### src/rtl/ysyx_23060061_ifu.sv
// ysyx_23060061_ifu: instruction fetch unit with in-order imem request/response
// handling, a QDEPTH-entry instruction queue, and redirect with flush.
//
// Ports:
//   clk, rst                  clock and asynchronous active-low reset
//   imem_req_valid/ready/addr word fetch request channel
//   imem_rsp_valid/data       in-order fetch responses (always accepted)
//   redirect_valid/pc         flush the queue and restart fetch at a new PC
//   halt                      level; stops issuing new requests
//   inst_valid/ready/data/pc  {pc, inst} handoff to decode
//   busy                      requests in flight, pending drops or queue non-empty
//
// Build option: define IFU_BYPASS_EN to let a response reach decode in the same
// cycle when the queue is empty; without it every response goes through the queue.
module ysyx_23060061_ifu #(
  parameter int XLEN = 32,
  parameter logic [XLEN-1:0] RESET_PC = 32'h80000000,
  parameter int QDEPTH = 4
) (
  input  logic            clk,
  input  logic            rst,
  output logic            imem_req_valid,
  input  logic            imem_req_ready,
  output logic [XLEN-1:0] imem_req_addr,
  input  logic            imem_rsp_valid,
  input  logic [31:0]     imem_rsp_data,
  input  logic            redirect_valid,
  input  logic [XLEN-1:0] redirect_pc,
  input  logic            halt,
  output logic            inst_valid,
  input  logic            inst_ready,
  output logic [31:0]     inst_data,
  output logic [XLEN-1:0] inst_pc,
  output logic            busy
);
  localparam int AW = $clog2(QDEPTH);
  localparam int CW = AW + 1;
  localparam int SW = AW + 3;
  logic [XLEN-1:0] fetch_pc, rsp_pc, redir_al;
  logic [CW-1:0]   outstanding, drop_cnt, count;
  logic [AW-1:0]   head, tail;
  logic [31:0]     q_data [QDEPTH];
  logic [XLEN-1:0] q_pc [QDEPTH];
  logic [SW-1:0]   credit;
  logic            req_fire, rsp_take, rsp_drop, push, pop, byp;
  assign redir_al = redirect_pc & ~XLEN'(3);
  // Every request, queued entry and pending drop holds a slot, so the queue
  // can never overflow and responses never need backpressure.
  assign credit = SW'(outstanding) + SW'(count) + SW'(drop_cnt);
  assign imem_req_valid = rst && !halt && !redirect_valid && credit < SW'(QDEPTH);
  assign imem_req_addr = fetch_pc;
  assign req_fire = imem_req_valid && imem_req_ready;
  assign rsp_take = imem_rsp_valid && drop_cnt == '0;
  assign rsp_drop = imem_rsp_valid && drop_cnt != '0;
`ifdef IFU_BYPASS_EN
  assign byp = rst && rsp_take && count == '0;
`else
  assign byp = 1'b0;
`endif
  assign inst_valid = rst && !redirect_valid && (count != '0 || byp);
  assign inst_data = count != '0 ? q_data[head] : byp ? imem_rsp_data : '0;
  assign inst_pc = count != '0 ? q_pc[head] : byp ? rsp_pc : RESET_PC;
  assign pop = inst_valid && inst_ready && count != '0;
  assign push = rsp_take && !(byp && inst_ready);
  assign busy = outstanding != '0 || drop_cnt != '0 || count != '0;
  // rsp_pc is the PC of the next response that will be kept; responses are
  // in order, so it advances only on kept responses and restarts on redirect.
  always_ff @(posedge clk or negedge rst) begin
    if (!rst) begin
      fetch_pc <= RESET_PC;
      rsp_pc <= RESET_PC;
      outstanding <= '0;
      drop_cnt <= '0;
      count <= '0;
      head <= '0;
      tail <= '0;
    end else if (redirect_valid) begin
      fetch_pc <= redir_al;
      rsp_pc <= redir_al;
      // a response arriving now is discarded too, using up one slot either way
      drop_cnt <= drop_cnt + outstanding - CW'(imem_rsp_valid);
      outstanding <= '0;
      count <= '0;
      head <= '0;
      tail <= '0;
    end else begin
      if (req_fire) fetch_pc <= fetch_pc + XLEN'(4);
      if (rsp_take) rsp_pc <= rsp_pc + XLEN'(4);
      outstanding <= outstanding + CW'(req_fire) - CW'(rsp_take);
      drop_cnt <= drop_cnt - CW'(rsp_drop);
      count <= count + CW'(push) - CW'(pop);
      if (push) tail <= tail + AW'(1);
      if (pop) head <= head + AW'(1);
    end
  end
  always_ff @(posedge clk) begin
    if (push && !redirect_valid) begin
      q_data[tail] <= imem_rsp_data;
      q_pc[tail] <= rsp_pc;
    end
  end
endmodule

### config.mk
export PLATFORM = sky130hd
export DESIGN_NAME = ysyx_23060061_ifu
export DESIGN_NICKNAME = d
export VERILOG_FILES = /design/src/rtl/ysyx_23060061_ifu.sv
export SDC_FILE = /design/constraint.sdc
export NUM_CORES = 1
export LEC_CHECK = 0
export BUFFER_PORTS_ARGS = -buffer_cell sky130_fd_sc_hd__buf_2
export CAP_MARGIN = 10
export CORE_AREA = 2 2 159 161
export CTS_CLUSTER_SIZE = 28
export DETAILED_ROUTE_END_ITERATION = 7
export DIE_AREA = 0 0 161 163
export PLACE_DENSITY = 0.78
export SLEW_MARGIN = 25
export SYNTH_ARGS = -nofsm -noshare
export SYNTH_HDL_FRONTEND = slang
export SYNTH_SLANG_ARGS = --single-unit
### constraint.sdc
create_clock -name clk -period 4.45 [get_ports clk]
set_input_delay 0 -clock clk [delete_from_list [all_inputs] [get_ports clk]]
set_output_delay 0 -clock clk [all_outputs]
set_load 0.02 [all_outputs]
==> results of run 1 <==
==> area by class of cell <==
| class | count | share of cell area [%] |
|---|---|---|
| well taps | 330 | 2.45 |
| clock buffers | 43 | 5.37 |
| inverters | 42 | 0.935 |
| repair buffers | 248 | 9.69 |
| clock inverters | 16 | 0.727 |
| multi-input cells | 484 | 25.8 |
| flip-flops and latches | 321 | 55.1 |
==> kinds of logic (layout without fill, tap and decap cells) <==
group | count (synthesis) | count (layout) | share of synthesized area [%]
mux | 85 | 85 | 11.8
flops | 321 | 321 | 66.5
simple gates | 251 | 251 | 10.4
buf+inv | 85 | 349 | 2.56
other cells | 1 | 4 | 0.0269
xor+xnor | 46 | 46 | 2.89
fa+ha+maj | 24 | 24 | 2.48
compound gates | 74 | 74 | 3.38
==> worst max-delay path, stage by stage (launching register included) <==
cell and delay, ps:
dfrtp_1 390, inv_1 120, fa_1 620, nor2_1 80, fa_1 500, nor4b_4 290, nand2_2 170, nor2_2 160
inv_2 160, ha_1 300, inv_1 60, ha_1 130, inv_1 50, fa_1 370, xnor2_1 170, xnor2_1 130
nor2_1 50
==> placed cells by master (no fill, tap or decap), drive strengths merged, types with 30 or more instances in the layout <==
| cell | count |
|---|---|
| edfxtp | 248 |
| inv | 43 |
| dlygate4sd3 | 72 |
| nor2b | 67 |
| nand2 | 45 |
| o21ai | 32 |
| xnor2 | 32 |
| dfrtp | 71 |
| clkbuf | 43 |
| mux4 | 62 |
| nand4 | 30 |
| buf | 176 |
==> per-stage QoR <==
stage	hold slack, ps	instance area (um^2)
global placement	-96.3	15100
detailed placement	-96.7	15100
global route	157	16900
floorplan	-296	14000
CTS	106	16900
finish	114	16900
==> power by group through the flow <==
stage | clock, uW | combinational (uW) | sequential (uW)
4_1_cts | 2670 | 1660 | 3570
3_3_place_gp | 0 | 1570 | 3620
2_1_floorplan | 0 | 1070 | 3600
3_5_place_dp | 0 | 1600 | 3630
5_1_grt | 2790 | 1810 | 3590
6_report | 2620 | 1640 | 3570
==> metal layers <==
metal	part of all wire, %	routed length [um]
met1	43	12800
met2	48	14100
met3	7.1	2110
met4	2.1	630
met5	0	0
==> registers in the layout (all words and copies together), names as in the netlist <==
signal	flops
rsp_pc	30
imem_req_addr	30
q_data	128
q_pc	120
tail	2
count	3
head	2
outstanding	3
drop_cnt	3
==> synthesized netlist by cell type, drive strengths merged, types with 21 or more instances <==
cell type  number
inv            42
mux4           62
buf            25
nor2           21
nand2          45
nand4          30
o21ai          32
nand3          22
xnor2          32
dfrtp          71
edfxtp        248
nor2b          67
==> worst paths after layout <==
kind,cells past startpoint,slack (ps),to,start
worst min register to register,2,490,imem_req_addr[31],imem_req_addr[31]
min in group asynchronous,3,130,imem_req_addr[8],rst
max in group asynchronous,4,3390,head[0],rst
worst max register to register,16,550,outstanding[2],outstanding[1]
worst max-delay path,16,550,outstanding[2],outstanding[1]
worst min-delay path,5,110,imem_req_addr[12],imem_req_ready
==> repair_timing <==
action	in CTS	in global routing
setup endpoints to repair	0	0
hold buffers	72	0
endpoints found under the hold margin	222	0
==> flow_metrics.tcl, run 1 <==
set metrics [dict create \
    status "finished, final reports clean" \
    p_total_uw 7830 \
    register_area_mm2 0.00928 \
    start_util_pct 56.5 \
    clkPwrFrac_pct 33.5 \
    io_pins 170 \
    die_h_um 163 \
    dieArea_mm2 0.0262 \
    post-route-min-period_ps 3900 \
    synth_area_mm2 0.0140 \
    coreArea_mm2 0.0247 \
    drtIter0Drc 700 \
    post-route-util_pct 68.3 \
    synth_area_leader_cell "edfxtp_1" \
    synth_edf_count 248 \
    wl_um 29700 \
    irDropWorstVdd_v 0.000318 \
    track_usage_pct 23.0 \
    max_freq_ghz 0.257 \
    tns_ps 0 \
    grt_max_degree 69 \
    cp_max_fo 15 \
    rsz0062_at_grt "no" \
    yosysSeqAreaShare_pct 66.5 \
    grtUsageMet3_pct 4.20 \
    final_antenna_net_count 0 \
    period_share_pct 87.6 \
    async_flop_share_pct 22.7 \
    grt_overflow_total 0 \
    busiest_layer "met2" \
    rows 58 \
    endpoint_kind "flop" \
    cp-start-kind "flop" \
    antenna_found_initial 0 \
    htree_levels 2 \
    setup_viol_count_final 0 \
    cts_buffer_depth 3 \
    p_seq_share_pct 45.6 \
    fin_ws_ps 553 \
    path_clk_slew_ps 60 \
    drc 0 \
    leakage_uw 0.00612 \
    tightest_slew_ps 943 \
    synth_ff_type "edfxtp_1" \
    synth-seq-cells 321 \
    area_growth_pct 20.8 \
    grt_pass1_wl_um 46500 \
    numClockSinks 321 \
    drt-wirelength-per-cell_um 20.0 \
    dpl.hpwl_um 17900 \
    grt.met2_usage_pct 37.4 \
    ys_top_cells_by_area "edfxtp_1, dfrtp_1, mux4_2, nor2b_1, xnor2_1" \
    layout.cells.non_filler 1484 \
    worstPathRequired_ps 4810 \
    worstHoldPathType "in -> reg" \
    fin_skew_ps 21.2 \
    antennaDiodeCount 0 \
    hold_violations 0 \
    grt_pass1_vias 8437 \
    p_comb_share_pct 20.9 \
    yosys_warnings 0 \
    num_vias 8444 \
    die_w_um 161 \
    cts_setup_buffers 0 \
    dr.pass1.iters 5 \
    drv_cap 0 \
    power_density_mw_per_mm2 465 \
    internal_power_uw 5520 \
    nNetsFinal 1226 \
    cts_resized 0 \
    dp_slack_ps 566 \
    swShare_pct 29.5 \
    netlist.area_leader.share_pct 53.4 \
    fillers 1693 \
    cts_root_buf "clkbuf_16" \
    switchingPower_uw 2310 \
    cts_tree "yes" \
    place_congestion 0.916 \
    drv_slew 0 \
    avgSynthCellArea_um2 15.7 \
    synth.distinct_cells 60 \
    routed_via_density 5.69 \
    clock_latency_ps 510 \
    grtUsageMet1_pct 32.3 \
    slew_headroom_pct 37.1 \
    critPathKind "reg -> reg" \
    multi_input_area_mm2 0.00434 \
    drive_above_1_share_pct 28.5 \
    dp_cells 1353 \
    netlist_instances 887 \
    cts_buffers 34 \
    crit_arrival_ps 4260 \
    portBuffers 163 \
]
(Power assumes the default switching activity.)
==> run 2: changes to the inputs <==
RECOVER_POWER = 25   (was default)
==> flow_metrics.tcl, run 2 (synthesis gave the netlist of run 1 again) <==
set metrics [dict create \
    drv_cap 0 \
    drv_slew 0 \
    r2r_slack_ps 540 \
    crit_arrival_ps 4270 \
    fillers 1711 \
    antenna_found_initial 0 \
    worstHoldPathType "in -> reg" \
    numClockSinks 321 \
    slowest_stage "fa_1" \
    cts_root_buf "clkbuf_16" \
    rr_startpoint "outstanding[1]" \
    nNetsFinal 1226 \
    grt_pass1_vias 8437 \
    path_depth 16 \
    endpoint_kind "flop" \
    startpoint "outstanding[1]" \
    power_density_mw_per_mm2 465 \
    crit_family "adder cells" \
    die_w_um 161 \
    timing.critical_path.cells "inv_1 -> fa_1 -> nor2_1 -> fa_1 -> nor4b_4 -> nand2_2 -> nor2_2 -> inv_2 -> ha_1 -> inv_1 -> ha_1 -> inv_1 -> fa_1 -> xnor2_1 -> xnor2_1 -> nor2_1" \
    cts_tree "yes" \
    reg2reg_depth 16 \
    fin_area_mm2 0.0168 \
    portBuffers 163 \
    dieArea_mm2 0.0262 \
    wl_um 29600 \
    clkPwrFrac_pct 33.5 \
    leakage_uw 0.00603 \
    cts_buffers 34 \
    dpl.hpwl_um 17900 \
    critPathCapture "outstanding[2]" \
    hold_violations 0 \
    worstPathRequired_ps 4810 \
    p_seq_share_pct 45.6 \
    area_growth_pct 20.5 \
    hold_ws_ps 110 \
    track_usage_pct 23.0 \
    reg2reg_to "outstanding[2]" \
    slew_headroom_pct 28.1 \
    routed_via_density 5.68 \
    grt_overflow_total 0 \
    coreArea_mm2 0.0247 \
    start_util_pct 56.5 \
    grt_max_degree 69 \
    max_freq_ghz 0.256 \
    largest_register "q_data" \
    cp-start-kind "flop" \
    place_congestion 0.916 \
    layout.cells.most_common "edfxtp_1" \
    final_cell_mix "edfxtp_1, buf_2, dlygate4sd3_1" \
    drive_above_1_share_pct 25.5 \
    p_comb_share_pct 20.9 \
    placedInstanceArea_mm2 0.0151 \
    top_regs "q_data (128), q_pc (120)" \
    status "finished, final reports clean" \
    cts_buffer_depth 3 \
    grt_pass1_wl_um 46500 \
    htree_levels 2 \
    drc 0 \
    post-route-min-period_ps 3910 \
    worst-path-buf-inv 4 \
    setup_viol_count_final 0 \
    drtIter0Drc 691 \
    period_share_pct 87.8 \
    cts_resized 0 \
    dr.pass1.iters 5 \
    irDropWorstVdd_v 0.000317 \
    swShare_pct 29.5 \
    tns_ps 0 \
    path_clk_slew_ps 60 \
    tightest_slew_ps 1080 \
    final_antenna_net_count 0 \
    rsz0062_at_grt "no" \
    switchingPower_uw 2310 \
    largest_register_ffs 128 \
    fin_skew_ps 21.7 \
    clock_latency_ps 510 \
    cp_max_fo 15 \
    critPathKind "reg -> reg" \
    antennaDiodeCount 0 \
    internal_power_uw 5510 \
    crit_path_max_incr_delay_ps 620 \
    io_pins 170 \
    drt-wirelength-per-cell_um 20.0 \
    rows 58 \
    num_vias 8422 \
    die_h_um 163 \
]
## run 2: changes by cell type in the layout (fill, tap and decap cells not counted)
cell / change
buf_2: -33
buf_4: -1
clkbuf_1: +34
dfstp_2: -1
dfstp_1: +1
## run 2: how the worst min path moves through the flow
stage,to,slack [ps],start,cells past startpoint
6_report,imem_req_addr[12],110,imem_req_ready,5
5_1_grt,imem_req_addr[12],160,imem_req_ready,5
2_1_floorplan,count[0],-300,rst,0
3_3_place_gp,imem_req_addr[6],-100,rst,1
4_1_cts,imem_req_addr[12],110,imem_req_ready,5
3_5_place_dp,imem_req_addr[7],-100,rst,1
## run 2: per-layer routing
metal / vias up / share of wire [%] / global-route usage (%)
met4: 0 / 2.0 / 7.10
met5: - / 0 / 0
met2: 358 / 48 / 37.4
li1: 3857 / - / -
met3: 46 / 7.3 / 4.20
met1: 4161 / 43 / 32.3
## run 2: worst reg2reg max path, delay by kind of cell, from the launching register on
family	cells	cell delay (ps)
adder cells (fa/ha/maj)	5	1920
AND/OR/NAND/NOR	5	760
flip-flops	1	400
buffers and inverters	4	380
XOR/XNOR	2	300
## run 2: power by group through the flow
stage / clock, uW / combinational (uW) / sequential, uW
after floorplan: 0 / 1070 / 3600
after global placement: 0 / 1570 / 3620
after detailed placement: 0 / 1600 / 3630
after CTS: 2670 / 1660 / 3570
after global routing: 2790 / 1800 / 3590
final: 2620 / 1630 / 3570
## run 2: per-stage QoR
| stage | util (%) | power (uW) | setup WS (ps) | std cells |
|---|---|---|---|---|
| finish | 68.1 | 7820 | 545 | 1484 |
| global route | 68.1 | 8190 | 231 | 1484 |
| CTS | 68.3 | 7890 | 534 | 1484 |
| detailed placement | 61.2 | 5220 | 566 | 1353 |
| global placement | 61.2 | 5190 | 632 | 1353 |
| floorplan | - | 4670 | 719 | 890 |
## run 2: layout make-up
type / count / area [um^2] / area share, %
multi-input cells: 484 / 4340 / 25.8
well taps: 330 / 413 / 2.46
clock buffers: 43 / 906 / 5.39
inverters: 42 / 158 / 0.938
repair buffers: 248 / 1590 / 9.45
clock inverters: 16 / 123 / 0.729
flip-flops and latches: 321 / 9280 / 55.2
## run 2: timing repair
action | 4_1_cts | 5_1_grt
endpoints found under the hold margin | 222 | 0
hold buffers | 72 | 0
buffers inserted | 0 | 0
==> run 3: changes to the inputs <==
clock period = 4.16 ns   (was 4.45 ns; I/O delays follow)
==> flow_metrics.tcl, run 3 (synthesis gave the netlist of run 1 again) <==
set metrics [dict create \
    status "complete, but fails checks" \
    violations "max-capacitance violations, max-slew violations" \
    fin_skew_ps 20.4 \
    rows 58 \
    crit_path_max_incr_delay_ps 550 \
    dp_slack_ps 414 \
    htree_levels 2 \
    portBuffers 163 \
    place_congestion 0.917 \
    cts_buffer_depth 3 \
    worstPathRequired_ps 4510 \
    tns_ps 0 \
    critPathKind "reg -> reg" \
    endpoint_kind "flop" \
    slew_headroom_pct -9.01 \
    drv_cap 1 \
    cts_resized 0 \
    grt_pass1_wl_um 45800 \
    hold_ws_ps 126 \
    rsz0062_at_grt "no" \
    drt-wirelength-per-cell_um 19.6 \
    clock_latency_ps 500 \
    largest_register "q_data" \
    routed_via_density 5.66 \
    tightest_slew_ps 1640 \
    io_pins 170 \
    cp_max_fo 8 \
    irDropWorstVdd_v 0.000308 \
    setup_viol_count_final 0 \
    start_util_pct 56.5 \
    max_freq_ghz 0.264 \
    slowest_stage "fa_1" \
    die_w_um 161 \
    worst-path-buf-inv 4 \
    fin_ws_ps 370 \
    period_share_pct 91.1 \
    final_antenna_net_count 0 \
    drtIter0Drc 649 \
    hold_buffers 69 \
    p_total_uw 8490 \
    cp-start-kind "flop" \
    power_density_mw_per_mm2 503 \
    top_regs "q_data (128), q_pc (120)" \
    post-route-min-period_ps 3790 \
    layout.cells.most_common "edfxtp_1" \
    track_usage_pct 22.6 \
    dr.pass1.iters 5 \
    coreArea_mm2 0.0247 \
    nNetsFinal 1227 \
    dpl.hpwl_um 18300 \
    drc 0 \
    cts_root_buf "clkbuf_16" \
    numClockSinks 321 \
    antennaDiodeCount 0 \
    grt_pass1_vias 8357 \
    hold_violations 0 \
    num_vias 8410 \
    drv_slew 30 \
    crit_arrival_ps 4140 \
    antenna_found_initial 0 \
    cts_setup_buffers 0 \
    crit_family "adder cells" \
    area_growth_pct 21.0 \
    cts_buffers 34 \
    grt_overflow_total 0 \
    cts_tree "yes" \
    drive_above_1_share_pct 25.9 \
    largest_register_ffs 128 \
    final_cell_mix "edfxtp_1, buf_2, dfrtp_1, dlygate4sd3_1, nor2b_1" \
    die_h_um 163 \
    dieArea_mm2 0.0262 \
    timing.critical_path.cells "inv_1 -> fa_1 -> nor2_1 -> fa_1 -> nor4b_4 -> nand2_2 -> nor2_2 -> inv_2 -> ha_1 -> inv_1 -> ha_1 -> inv_1 -> fa_1 -> xnor2_1 -> xnor2_1 -> nor2_1" \
    leakage_uw 0.00606 \
    wl_um 29100 \
    grt_max_degree 71 \
    worstHoldPathType "in -> reg" \
    path_clk_slew_ps 60 \
]
[run 3: changes by cell type in the layout (fill, tap and decap cells not counted), moves of 2 or more]
cell,before,now
buf_4,12,15
clkinvlp_4,1,3
clkbuf_16,35,37
dlygate4sd3_1,72,69
clkinv_2,8,4
[run 3: through the flow]
stage | utilization (%) | instance area (um^2) | std cells
2_1_floorplan | - | 14000 | 890
3_3_place_gp | 61.4 | 15100 | 1357
3_5_place_dp | 61.4 | 15100 | 1357
4_1_cts | 68.6 | 16900 | 1486
5_1_grt | 68.4 | 16900 | 1486
6_report | 68.4 | 16900 | 1486
[run 3: path summary, 6_finish.rpt]
kind                                        start                 to  slack [ps]  cells past startpoint
worst max-delay path               outstanding[1]     outstanding[2]         370                     16
worst min-delay path               imem_req_ready  imem_req_addr[12]         130                      5
worst max register to register     outstanding[1]     outstanding[2]         370                     16
worst min register to register  imem_req_addr[31]  imem_req_addr[31]         500                      2
max in group asynchronous                     rst            head[0]        1970                      4
min in group asynchronous                     rst   imem_req_addr[2]         830                      3
[run 3: final cells by class]
type | instances | area, um^2
flip-flops and latches | 321 | 9280
fillers | 1711 | 7790
multi-input cells | 484 | 4340
repair buffers | 249 | 1600
clock buffers | 46 | 960
well taps | 330 | 413
inverters | 42 | 158
clock inverters | 14 | 131
[run 3: worst reg2reg max path: cells and delay by family, from the launching register on]
kind | cells | cell delay, ps
flops | 1 | 390
xor+xnor | 2 | 320
buf+inv | 4 | 250
simple gates | 5 | 890
fa+ha+maj | 5 | 1790
[run 3: layer usage]
layer  track usage, %  vias to the layer above  wire length [um]
met5                0                        -                 0
met4             4.83                        0               462
met3             3.41                       41              2020
met2             37.5                      364             14100
met1             32.5                     4150             12500
li1                 -                     3855                 -
[run 3: power breakdown]
part,total (uW),internal (uW),switching [uW],leakage (uW)
Clock,2920,1750,1170,0.000524
Sequential,3810,3630,188,0.00312
Combinational,1750,658,1090,0.00242
